`src/rtl/prog_freq_divider.sv`:
```
// rtl/prog_freq_divider.sv - runtime-programmable clock divider with boundary-aligned divisor load
// Optional PFD_ODD_DUTY_EN adds a negedge stage giving 50 % duty for odd ratios.
module prog_freq_divider #(
    parameter int WIDTH       = 8,
    parameter int DEFAULT_DIV = 4
) (
    input  logic             clk,
    input  logic             rst,
    input  logic             en,
    input  logic [WIDTH-1:0] div_in,
    input  logic             load,
    output logic             clk_out,
    output logic             tick,
    output logic             pending,
    output logic             err
);

    typedef enum logic {
        ST_IDLE,
        ST_RUN
    } state_t;

    state_t           r_state;
    state_t           w_state_nx;
    logic [WIDTH-1:0] r_cnt;
    logic [WIDTH-1:0] w_cnt_nx;
    logic [WIDTH-1:0] r_div_act;
    logic [WIDTH-1:0] w_div_act_nx;
    logic [WIDTH-1:0] r_div_pend;
    logic [WIDTH-1:0] w_div_pend_nx;
    logic             r_pending;
    logic             w_pending_nx;
    logic             r_pos_q;
    logic             w_pos_nx;
    logic             r_tick;
    logic             w_tick_nx;
    logic             r_err;
    logic             w_err_nx;
    logic             w_load_ok;
    logic             w_apply;
    logic             w_run;
    logic             w_wrap;

    always_comb begin
        w_state_nx    = r_state;
        w_cnt_nx      = '0;
        w_apply       = 1'b0;
        w_run         = 1'b0;
        w_wrap        = (r_cnt == r_div_act - WIDTH'(1));
        w_load_ok     = load && (div_in >= WIDTH'(2));
        w_err_nx      = load && !w_load_ok;

        case (r_state)
            ST_IDLE: begin
                if (en) begin
                    w_state_nx = ST_RUN;
                    w_apply    = r_pending;
                    w_run      = 1'b1;
                end
            end
            ST_RUN: begin
                if (en) begin
                    w_cnt_nx = w_wrap ? '0 : r_cnt + WIDTH'(1);
                    w_apply  = w_wrap && r_pending;
                    w_run    = 1'b1;
                end else begin
                    w_state_nx = ST_IDLE;
                end
            end
            default: w_state_nx = ST_IDLE;
        endcase

        // A load on the boundary edge itself becomes pending for the following boundary
        w_div_act_nx  = w_apply ? r_div_pend : r_div_act;
        w_pending_nx  = w_load_ok ? 1'b1 : (w_apply ? 1'b0 : r_pending);
        w_div_pend_nx = w_load_ok ? div_in : r_div_pend;
        w_pos_nx      = w_run && (w_cnt_nx < (w_div_act_nx >> 1));
        w_tick_nx     = (r_state == ST_RUN) && en && (w_cnt_nx == r_div_act - WIDTH'(1));
    end

    always_ff @(posedge clk) begin
        if (rst) begin
            r_state    <= ST_IDLE;
            r_cnt      <= '0;
            r_div_act  <= WIDTH'(DEFAULT_DIV);
            r_div_pend <= WIDTH'(DEFAULT_DIV);
            r_pending  <= 1'b0;
            r_pos_q    <= 1'b0;
            r_tick     <= 1'b0;
            r_err      <= 1'b0;
        end else begin
            r_state    <= w_state_nx;
            r_cnt      <= w_cnt_nx;
            r_div_act  <= w_div_act_nx;
            r_div_pend <= w_div_pend_nx;
            r_pending  <= w_pending_nx;
            r_pos_q    <= w_pos_nx;
            r_tick     <= w_tick_nx;
            r_err      <= w_err_nx;
        end
    end

`ifdef PFD_ODD_DUTY_EN
    // Half-cycle extension: holds the high phase until the negedge after pos_q drops
    logic r_neg_q;

    always_ff @(negedge clk) begin
        if (rst) begin
            r_neg_q <= 1'b0;
        end else begin
            r_neg_q <= r_pos_q;
        end
    end

    assign clk_out = r_pos_q | (r_neg_q & r_div_act[0]);
`else
    assign clk_out = r_pos_q;
`endif

    assign tick    = r_tick;
    assign pending = r_pending;
    assign err     = r_err;

endmodule
```
`config.mk`:
```
export PLATFORM = sky130hd
export DESIGN_NAME = prog_freq_divider
export DESIGN_NICKNAME = d
export VERILOG_FILES = /design/src/rtl/prog_freq_divider.sv
export SDC_FILE = /design/constraint.sdc
export NUM_CORES = 1
export LEC_CHECK = 0
export CAP_MARGIN = 20
export CORE_ASPECT_RATIO = 1.5
export CORE_MARGIN = 3
export CORE_UTILIZATION = 55
export CTS_CLUSTER_DIAMETER = 150
export DETAILED_ROUTE_END_ITERATION = 10
export PLACE_DENSITY_LB_ADDON = 0.3
export SLEW_MARGIN = 5
export SYNTH_ARGS = -nofsm -noshare
export SYNTH_HDL_FRONTEND = slang
export SYNTH_SLANG_ARGS = --single-unit
```
`constraint.sdc`:
```
create_clock -name clk -period 3.7 [get_ports clk]
set_clock_uncertainty 0.2 [all_clocks]
set_input_delay 0.555 -clock clk [delete_from_list [all_inputs] [get_ports clk]]
set_output_delay 0.555 -clock clk [all_outputs]
set_load 0.1 [all_outputs]
```
==> out/metrics.cfg <==
[grt]
grt_overflow = 0
wire_length_of_the_first_global_routing_pass_um = 7650
grt_max_degree = 17
globalRouteTotalUtil_pct = 25.6
antenna_found_initial = 0
first_global_vias = 1685

[power]
clockPowerShare_pct = 35.2
worst_ir_drop_vdd_mv = 0.280
static_leakage_nw = 0.772
netSwitchingPower_uw = 181
power_report.internal_total_uw = 501
seq_power_share_pct = 48.6
pwr_density_cell_mw_per_mm2 = 317
p_comb_share_pct = 16.2
finalPower_uw = 682
switching_share_pct = 26.6

[sta]
final_hold_viol_count = 0
finalSetupTns_ps = 0
worst_pin_slew_ps = 974
worst_hold_slack_ps = 255
setup_ws_ps = 193
timing.final.crit_period_ps = 3510
fin_crit_sh_pct = 94.8
maxSlewHeadroom_pct = 34.9
timing.fmax_mhz = 285
slew_viol_final = 0
finalSetupViolations = 0

[finish]
layout_common_cells = 29 x sky130_fd_sc_hd__dfxtp_1, 23 x sky130_fd_sc_hd__nand2_1, 17 x sky130_fd_sc_hd__nand3_1
final-instance-count-excl-fill = 284
num_antenna_cells = 0
postLayoutCellArea_sq_mm = 0.00215
nets = 263
mostFrequentLayoutCell = sky130_fd_sc_hd__dfxtp_1
layout-drive-gt1-share_pct = 10.7
finish.utilization_pct = 68.0
syn2layout_area_growth_pct = 18.0

[detailed_routing]
antenna_violating_nets_post_route = 0
drt_iter0_markers = 56
num_vias = 1689
postRouteWirelength_um = 4400
via_per_inst = 5.95
first_pass_iters = 5
wl_per_cell_um = 15.5
post-route-drc-count = 0

[floorplan]
start_util_pct = 57.7
die_height_um = 76.5
floorplan.rows = 25
core_sq_mm = 0.00316
num_io_pins = 16
die_area_sq_mm = 0.00405
die_span_in_x_um = 53.0

[placed_design]
port_buffers = 15
detailed_place.area_sq_mm = 0.00202
placement.setup.worst_slack_ps = 50.8
dp.cells = 272
detailed_place_hpwl_um = 3520
global_placement_routability_congestion = 0.908

[worst_setup_path]
crit_path_top_delay_cell = sky130_fd_sc_hd__or4_4
crit_buf_inv = 0
top_fanout_value_on_the_critical_path = 7
timing.critical_path.cells = or4_4 -> nor4_4 -> xor3_1 -> a211o_2 -> o21ai_4 -> nand3_1 -> and2_1 -> ha_1 -> o21a_1 -> o2111ai_1 -> o2111ai_1 -> o21ai_1
cp.arrival_ps = 3520
cp_delay_by_family_top = compound AO/OA/AOI/OAI gates
required_time_at_the_worst_slack_endpoint_ps = 3710
r2r_slack_ps = 190
timing.setup.critical_path_class = reg -> reg
critical_path.startpoint_type = flop
timing.critical_path.slowest_cell_delay_ps = 600
setup.worst_path.end_class = flop
crit_top_cell = sky130_fd_sc_hd__o2111ai_1

[synth]
synth_enable_flop_cells = 0
yosys_most_used_dff = sky130_fd_sc_hd__dfxtp_1
synthesis.area_sq_mm = 0.00182
postSynthNetCount = 242
synthCells = 222
ys_ff_latch = 29
synth_area_per_cell_sq_um = 8.21
ys_warn_count = 0
ys_types = 49
yosysSeqAreaShare_pct = 31.9
async_flop_share_pct = 0

[clocking]
clk_pin_slew_ps = 60
cts_inserted_buffers = 5
count_of_h_tree_levels_built_during_cts = 2
clock_tree_from_tritoncts = built
clock_tree.root_cell = sky130_fd_sc_hd__clkbuf_8
clock_tree.buffer_depth = 2
worstSkewPairLatency_ps = 280
clk_sink_count = 29

[worst_hold_path]
timing.hold.worst.class = reg -> reg

[status]
status = finished, final reports clean

[flow_run]
maxCapViolations = 0

Yosys cell counts, types with 6 or more instances:
library cell               number  area [sq um]
sky130_fd_sc_hd__xor2_1         8          70.1
sky130_fd_sc_hd__xnor2_1       10          87.6
sky130_fd_sc_hd__clkbuf_1       6          22.5
sky130_fd_sc_hd__dfxtp_1       29           581
sky130_fd_sc_hd__nand3_1       17          85.1
sky130_fd_sc_hd__nand2_1       23          86.3
sky130_fd_sc_hd__a21oi_1       15          75.1
sky130_fd_sc_hd__o21ai_1       11          55.1
sky130_fd_sc_hd__nor2_1        15          56.3
sky130_fd_sc_hd__nor3_1        14          70.1
sky130_fd_sc_hd__ha_1           8           100
sky130_fd_sc_hd__and2_1         8          50.1
layer usage:
layer	part of all wire, %	vias up	global-route usage, %
met1	36	775	25.9
met3	3.9	18	5.09
met5	0	-	0
li1	-	841	-
met4	6.1	0	16.4
met2	54	55	44.9
worst paths after layout:
| path | startpoint | end | cells after the start |
|---|---|---|---|
| worst max-delay path | r_div_act[0]$_SDFFE_PP0N_ | clk_out$_SDFF_PP0_ | 12 |
| worst min-delay path | r_div_pend[3]$_SDFFE_PP0P_ | r_div_pend[3]$_SDFFE_PP0P_ | 2 |
| worst max register to register | r_div_act[0]$_SDFFE_PP0N_ | clk_out$_SDFF_PP0_ | 12 |
| worst min register to register | r_div_pend[3]$_SDFFE_PP0P_ | r_div_pend[3]$_SDFFE_PP0P_ | 2 |
kinds of logic after synthesis:
logic type / after synthesis / synth area share (%)
fa+ha+maj: 8 / 5.49
compound gates: 52 / 20.9
buf+inv: 15 / 3.23
simple gates: 97 / 27.5
flops: 29 / 31.9
xor+xnor: 19 / 9.96
mux: 2 / 1.10
area by class of cell:
class	instances	area [sq um]
Timing Repair Buffer	24	218
Tap cell	40	50.0
Fill cell	275	1010
Sequential cell	29	581
Multi-Input combinational cell	178	1200
Clock buffer	8	80.1
Inverter	5	18.8
registers in the layout, summed over array words and instances, names as in the netlist:
name        count
clk_out         1
r_div_act       8
r_div_pend      8
err             1
r_cnt           8
r_state         1
pending         1
tick            1
worst min-delay path, cell delays in order (launching register included):
cell	delay [ps]
sky130_fd_sc_hd__dfxtp_1	310
sky130_fd_sc_hd__nand2_1	50
sky130_fd_sc_hd__a21oi_1	50
repair_timing:
action                                  in CTS  in global routing
resized for setup                            0                  3
buffers inserted                             0                  4
endpoints found under the setup margin       0                  1
hold buffers                                 0                  0
power by group through the flow:
stage | logic, mW | clock network (mW) | registers, mW
floorplan | 0.0642 | 0 | 0.346
global placement | 0.104 | 0 | 0.337
detailed placement | 0.105 | 0 | 0.338
CTS | 0.106 | 0.245 | 0.331
global route | 0.121 | 0.261 | 0.333
finish | 0.111 | 0.240 | 0.332
(Power assumes the default switching activity.)
